===== config.mk =====
export PLATFORM = sky130hd
export DESIGN_NAME = dmem_access_ctrl
export DESIGN_NICKNAME = d
export VERILOG_FILES = /design/src/rtl/dmem_access_ctrl.sv
export SDC_FILE = /design/constraint.sdc
export NUM_CORES = 1
export LEC_CHECK = 0
export ABC_CLOCK_PERIOD_IN_PS = 2400
export CAP_MARGIN = 15
export CORE_MARGIN = 4
export CORE_UTILIZATION = 42
export CTS_CLUSTER_DIAMETER = 80
export DETAILED_ROUTE_END_ITERATION = 8
export PLACE_DENSITY = 0.8
export SLEW_MARGIN = 40
export SYNTH_ARGS = -nofsm -noshare
export SYNTH_HDL_FRONTEND = slang
export SYNTH_SLANG_ARGS = --single-unit

===== constraint.sdc =====
create_clock -name clk -period 2.4 [get_ports clk]
set_input_delay 0.48 -clock clk [delete_from_list [all_inputs] [get_ports clk]]
set_output_delay 0.48 -clock clk [all_outputs]
set_load 0.05 [all_outputs]

===== src/rtl/dmem_access_ctrl.sv =====
// MEM-stage data-memory access controller.
// Converts a MEM-stage load/store into one valid/ready bus request and waits
// for its single response. Drives mem_stall to the hazard unit until the load
// data is registered. A switch_mode kill lets any in-flight bus transaction
// finish, then discards its response.
module dmem_access_ctrl #(
    parameter int XLEN  = 32,
    parameter int CNT_W = 32
) (
    input  logic                clk,
    input  logic                rstn,

    // MEM-stage request
    input  logic                mem_req_valid,
    input  logic                mem_we,
    input  logic [XLEN-1:0]     mem_addr,
    input  logic [XLEN-1:0]     mem_wdata,
    input  logic [XLEN/8-1:0]   mem_wmask,
    input  logic                switch_mode,

    // MEM-stage response / hazard interface
    output logic                mem_stall,
    output logic [XLEN-1:0]     mem_rdata,
    output logic                mem_rdata_valid,
    output logic                mem_fault,

    // Data bus request channel
    output logic                bus_req_valid,
    input  logic                bus_req_ready,
    output logic                bus_req_we,
    output logic [XLEN-1:0]     bus_req_addr,
    output logic [XLEN-1:0]     bus_req_wdata,
    output logic [XLEN/8-1:0]   bus_req_wmask,

    // Data bus response channel
    input  logic                bus_rvalid,
    input  logic [XLEN-1:0]     bus_rdata,
    input  logic                bus_rerr,

    // Performance counter
    output logic [CNT_W-1:0]    stall_cycles
);

    typedef enum logic [2:0] {
        IDLE  = 3'd0,
        REQ   = 3'd1,
        WAIT  = 3'd2,
        DONE  = 3'd3,
        DRAIN = 3'd4
    } state_t;

    state_t state;

    // Set when the instruction owning an unaccepted request is flushed; the
    // request must still complete its handshake, but its response is dropped.
    logic   killed;

    logic   req_accept;

    assign req_accept = bus_req_valid & bus_req_ready;

    // Combinational so the hazard unit sees the stall in the request's first
    // cycle; released only in DONE, where the pipeline is allowed to advance.
    assign mem_stall = mem_req_valid & ~switch_mode & (state != DONE);

    // Access FSM with registered bus request, payload and response outputs
    always_ff @(posedge clk or negedge rstn) begin
        if (!rstn) begin
            state           <= IDLE;
            killed          <= 1'b0;
            bus_req_valid   <= 1'b0;
            bus_req_we      <= 1'b0;
            bus_req_addr    <= '0;
            bus_req_wdata   <= '0;
            bus_req_wmask   <= '0;
            mem_rdata       <= '0;
            mem_rdata_valid <= 1'b0;
            mem_fault       <= 1'b0;
        end else begin
            case (state)
                IDLE: begin
                    if (mem_req_valid && !switch_mode) begin
                        bus_req_we    <= mem_we;
                        bus_req_addr  <= mem_addr;
                        bus_req_wdata <= mem_wdata;
                        bus_req_wmask <= mem_wmask;
                        bus_req_valid <= 1'b1;
                        state         <= REQ;
                    end
                end

                REQ: begin
                    // Valid stays asserted until accepted, even after a kill,
                    // so the bus never sees a withdrawn request.
                    if (req_accept) begin
                        bus_req_valid <= 1'b0;
                        if (killed || switch_mode) begin
                            state <= DRAIN;
                        end else begin
                            state <= WAIT;
                        end
                    end else if (switch_mode) begin
                        killed <= 1'b1;
                    end
                end

                WAIT: begin
                    if (switch_mode) begin
                        // Response arriving with the kill is simply dropped;
                        // otherwise it is still owed and must be drained.
                        if (bus_rvalid) begin
                            killed <= 1'b0;
                            state  <= IDLE;
                        end else begin
                            state  <= DRAIN;
                        end
                    end else if (bus_rvalid) begin
                        if (killed) begin
                            killed <= 1'b0;
                            state  <= IDLE;
                        end else begin
                            mem_rdata       <= bus_rdata;
                            mem_fault       <= bus_rerr;
                            mem_rdata_valid <= 1'b1;
                            state           <= DONE;
                        end
                    end
                end

                DRAIN: begin
                    // New requests wait for IDLE; only the owed response
                    // is consumed here, with no result reported upstream.
                    if (bus_rvalid) begin
                        killed <= 1'b0;
                        state  <= IDLE;
                    end
                end

                DONE: begin
                    mem_rdata_valid <= 1'b0;
                    mem_fault       <= 1'b0;
                    state           <= IDLE;
                end

                default: begin
                    bus_req_valid   <= 1'b0;
                    mem_rdata_valid <= 1'b0;
                    mem_fault       <= 1'b0;
                    killed          <= 1'b0;
                    state           <= IDLE;
                end
            endcase
        end
    end

    // Saturating count of stalled cycles
    always_ff @(posedge clk or negedge rstn) begin
        if (!rstn) begin
            stall_cycles <= '0;
        end else if (mem_stall && (stall_cycles != {CNT_W{1'b1}})) begin
            stall_cycles <= stall_cycles + CNT_W'(1);
        end
    end

endmodule


After elaboration in Yosys (flattened, before gate mapping):

Cells that the tools add are included.

* bits in registers: 140
* latch bits: 0
* bits in writable memories: 0
* bits in read-only memories: 0
* input port bits: 108
* output and inout bits: 137
* logic and storage cells: 75
* memories: 0

* add/subtract/negate cells: 1
* multipliers: 0
* div/mod/pow operators: 0
* $lt $le $gt $ge: 0
* eq/ne operators: 16
* shift operators: 0
* mux-type cells: 24
* bitwise operators: 8
* reductions and logical operators: 15

Operators with widths (count)
* $add A32 B1 Y32 const B: 1
* $ne A32 B32 Y1 const B: 1
* $mux W3: 7
* $ne A2 B2 Y1 const B: 8
* $reduce_and A4 Y1: 4
* $pmux W3 S4: 1
* $mux W1: 11
* $eq A3 B2 Y1 const B: 2
* $pmux W1 S3: 2
* $reduce_or A3 Y1: 2
* $not A1 Y1: 5
* $pmux W1 S2: 2
* $reduce_or A2 Y1: 2
* $and A1 B1 Y1: 3
* $eq A3 B1 Y1 const B: 1
* $eq A3 B3 Y1 const B: 1
* $logic_not A3 Y1: 1
* $ne A3 B2 Y1 const B: 1
* $ne A3 B3 Y1 const B: 1
* $reduce_and A3 Y1: 1
* $logic_and A1 B1 Y1: 2
* $mux W2: 1
* $ne A2 B1 Y1 const B: 1
* $reduce_and A2 Y1: 1
* 2 further kinds: 2

Logic depth before layout (Yosys ltp):

Gate-level depths: netlist of run 1.

* depth in word-level cells: 4
* gate-level depth with buffers: 6

Least setup slack after synthesis of run 1:

Ideal clock, no wire load.

* path kind: register -> register
* start point: register stall_cycles[0]
* end point: register stall_cycles[1]
* data arrival time: 2.431 ns
* data required time: 2.272 ns
* setup slack: -0.159 ns
* cell stages (with the launch flop): 7
* buffers on the path: 0
* period minus slack after synthesis: 2.559 ns
* cells stage by stage: dfrtp_1 -> ha_1 -> nand4_1 -> or2_2 -> or4_4 -> nand2_2 -> mux2_1

* cells in the longest elaborated chain, start to end: 2

RTL lines
* start: declaration: line 41 `output logic [CNT_W-1:0] stall_cycles`
* start signal: assignment: line 161 `stall_cycles <= stall_cycles + CNT_W'(1);`
* branches (longest 2 deep; another with $add A32 B1 Y32)

Parallel ways; which one is timed is not known.
A chain may end at the register's enable or synchronous reset.

Worst setup path in the final report of run 1:

* start point: register stall_cycles[5]
* end point: output stall_cycles[5]

No word-level cell between the ends.

==> results of run 1 <==
-- kinds of logic (layout without fill, tap and decap cells) --
family / count (synthesis) / in the layout / synth area share, %
AOI/OAI and AO/OA: 21 / 21 / 2.479
xor gates and xnor gates: 31 / 31 / 4.761
adders and majority gates: 1 / 1 / 0.2194
buffers and inverters: 19 / 300 / 1.294
DFF: 140 / 140 / 61.43
muxes: 102 / 102 / 20.14
and+or+nand+nor: 99 / 99 / 9.675
-- cell usage in the layout (no fill, tap or decap), types with 2 or more instances in the layout --
cell,count
nand2b_1,3
and3_1,2
nand3b_1,2
nand4_1,9
clkbuf_16,17
dfrtp_2,10
nand3_1,11
bufinv_16,3
clkbuf_1,3
xor2_1,17
nand2_1,17
inv_1,5
or2_2,2
nor2_1,21
o21ai_0,7
buf_4,17
o31ai_1,3
a21oi_1,4
nor4_1,3
nand2_2,2
clkbuf_8,5
clkinv_2,2
nor2b_1,5
clkdlybuf4s50_1,242
mux2_2,101
nor3b_1,2
nor4_2,2
buf_12,4
dfrtp_1,130
nor3_1,7
or3_1,3
xnor2_1,14
-- worst min path at each step --
stage	startpoint	to	slack, ps	cells past startpoint
global placement	bus_req_wdata[20]	bus_req_wdata[20]	490	1
CTS	rstn	stall_cycles[12]	60	1
floorplan	rstn	bus_req_addr[0]	180	0
global route	rstn	stall_cycles[9]	90	1
detailed placement	stall_cycles[11]	stall_cycles[11]	490	1
finish	rstn	stall_cycles[13]	40	1
-- routing by layer --
metal / vias to the layer above / wire (µm) / track usage (%)
met3: 23 / 1431 / 9.391
met2: 175 / 7765 / 34.35
li1: 1988 / - / -
met4: 0 / 274 / 7.286
met5: - / 0 / 0
met1: 2107 / 5347 / 21.20
-- power by group --
part / switching [mW] / internal, mW
clock: 0.919 / 1.76
sequential: 0.478 / 3.13
combinational: 3.50 / 2.07
-- per-stage QoR --
step,area (µm²),instances,utilization [%],power [mW]
6_report,9138,870,68.73,11.85
5_1_grt,9138,870,68.73,12.35
4_1_cts,9138,870,68.73,11.99
3_5_place_dp,8524,839,64.12,9.242
3_3_place_gp,8524,839,64.12,9.116
2_1_floorplan,5715,413,-,7.121
-- final cells by class --
| cell class | instances | share of cell area [%] |
|---|---|---|
| clock buffers | 25 | 5.532 |
| clock inverters | 6 | 1.178 |
| inverters | 5 | 0.2054 |
| multi-input cells | 254 | 23.29 |
| flip-flops and latches | 140 | 38.48 |
| well taps | 176 | 2.410 |
| repair buffers | 264 | 28.91 |
-- flip-flops by register name (all words and copies together), names as in the netlist --
| register | cells |
|---|---|
| bus_req_wmask | 4 |
| bus_req_addr | 32 |
| bus_req_valid | 1 |
| mem_rdata | 32 |
| mem_rdata_valid | 1 |
| state | 3 |
| stall_cycles | 32 |
| bus_req_wdata | 32 |
| mem_fault | 1 |
| bus_req_we | 1 |
| killed | 1 |
==> metrics.md, run 1 <==
| Metric | Value |
|---|---|
| Outcome | finished clean |
| Global Route Usage Sum | 19.89% |
| Vias per inst | 4.934 |
| TritonCTS clock tree | done |
| First-pass GRT wire length | 24.65 mm |
| Total Wirelength | 14.82 mm |
| DIE AREA | 0.01551 mm² |
| CP Cell Sequence | clkdlybuf4s50_1 |
| CP arrival | 1720 ps |
| Asr flop ratio synth | 100.0% |
| FF-to-FF path depth | 5 |
| Top-count cell post-synth | dfrtp_1 |
| Synth area leader | dfrtp_1 |
| CP Capture Type | output pin |
| Largest stage delay, worst path | 850 ps |
| Fmax | 455.0 MHz |
| Period minus WS final | 2198 ps |
| NumNets Final | 791 |
| Largest net degree at the start of global routing | 62 |
| Syn_nets | 522 |
| Filler cell count | 936 |
| DRT iter0 DRCs | 191 |
| Hold WS | 37.74 ps |
| CP Depth | 1 |
| # port buffers | 244 |
| Number of core rows | 42 |
| Slew @ Worst Pin | 574.2 ps |
| Worst Clk Skew | 6.224 ps |
| Core area | 0.01330 mm² |
| Final Hold Viols | 0 |
| Die Ht | 124.5 µm |
| Initial antenna violation count | 0 |
| CTS buffer count | 17 |
| VDD IR max | 1.073 mV |
| Pwr/cell area | 1297 mW/mm² |
| CTS Hold Bufs | 0 |
| DR vias | 4,293 |
| Setup WS post-layout | 202.3 ps |
| Clock transition at path regs | 50 ps |
| Crit Path Max Fanout | 6 |
| Postcts setup bufs | 0 |
| Max_slew headroom | 61.72% |
| Max capacitance violation total | 0 |
| Worst setup SP type | flop |
| Clk buf depth | 2 |
| Share of layout cells above drive strength 1 | 24.64% |
| Yosys reg bits | 140 |
| Worst-Skew Late Latency | 420 ps |
| Top-area cell type share of the netlist area | 61.43% |
| Number of antenna diodes | 0 |
| Pleak | 3.992 nW |
| Gate Count Post-Synth | 413 |
| Num ports | 245 |
| End point of the critical path | stall_cycles[5] |
| Root buffer cell | clkbuf_16 |
| Post-Synthesis Mean Instance Area | 13.81 µm² |
| Synth cell count leaders | dfrtp_1 (140), mux2_2 (101), nor2_1 (21) |
| Dpl hpwl | 11.12 mm |
| Setup CP Type | flop to output pin |
| RSZ-0062 raised after global routing | false |
| Worst r2r src | stall_cycles[16] |
| Mapped cell area | 0.005703 mm² |
| Remaining DRCs | 0 |
| Endpoints failing setup | 0 |
| Tcrit/Tclk final | 91.57% |
| Register area share after synthesis | 61.43% |
| Vias in the first global route | 4,788 |
| Post_cts resized | 0 |
| Bufs and invs on worst path | 1 |
| Worst hold path type | input port to async pin |
| Number of max-slew violations in the final report | 0 |
| FF/Latch Area | 0.003516 mm² |
| CP max stage cell | clkdlybuf4s50_1 |
| CTS sink cnt | 140 |
| Post-Place Worst Slack | 49.89 ps |
| Starting Density | 42.89% |
| Number of flops mapped to enable cells by yosys | 0 |
| Top cells by area, synth | dfrtp_1 (61%), mux2_2 (20%), xor2_1 (2.6%) |
| FF-to-FF setup slack | 230 ps |
| Synthesis-to-layout area growth | 60.22% |
| Critical R2R Capture | stall_cycles[1] |
| WP data required | 1920 ps |
| Yosys warnings | 0 |
| Cell family with most CP delay | buffers and inverters |
| Die X-Extent | 124.5 µm |
| Area of the multi-input gates | 0.002128 mm² |
| Routability congestion estimate | 0.7782 |
| Ys flop type | dfrtp_1 |
| Global route overflow | 0 |
| Critical Path Start | stall_cycles[5] |
| Antenna viol nets, final | 0 |
| CTS H-tree depth | 4 |
| Pre-antenna DRT Iters | 4 |
| Post-synthesis cell type count | 43 |
| Post-route setup TNS | 0 ps |
| Routed wire per std cell | 17.03 µm |
Power figures use the tool's default switching activity.
==> run 2, diff against run 1 <==
--- a/config.mk
+++ b/config.mk
@@ -11,6 +11,7 @@
 export CORE_UTILIZATION = 42
 export CTS_CLUSTER_DIAMETER = 80
 export DETAILED_ROUTE_END_ITERATION = 8
+export GPL_ROUTABILITY_DRIVEN = 0
 export PLACE_DENSITY = 0.8
 export SLEW_MARGIN = 40
 export SYNTH_ARGS = -nofsm -noshare
==> results of run 2 <==
The final DEF is identical to that of run 1; final timing and power are the same.
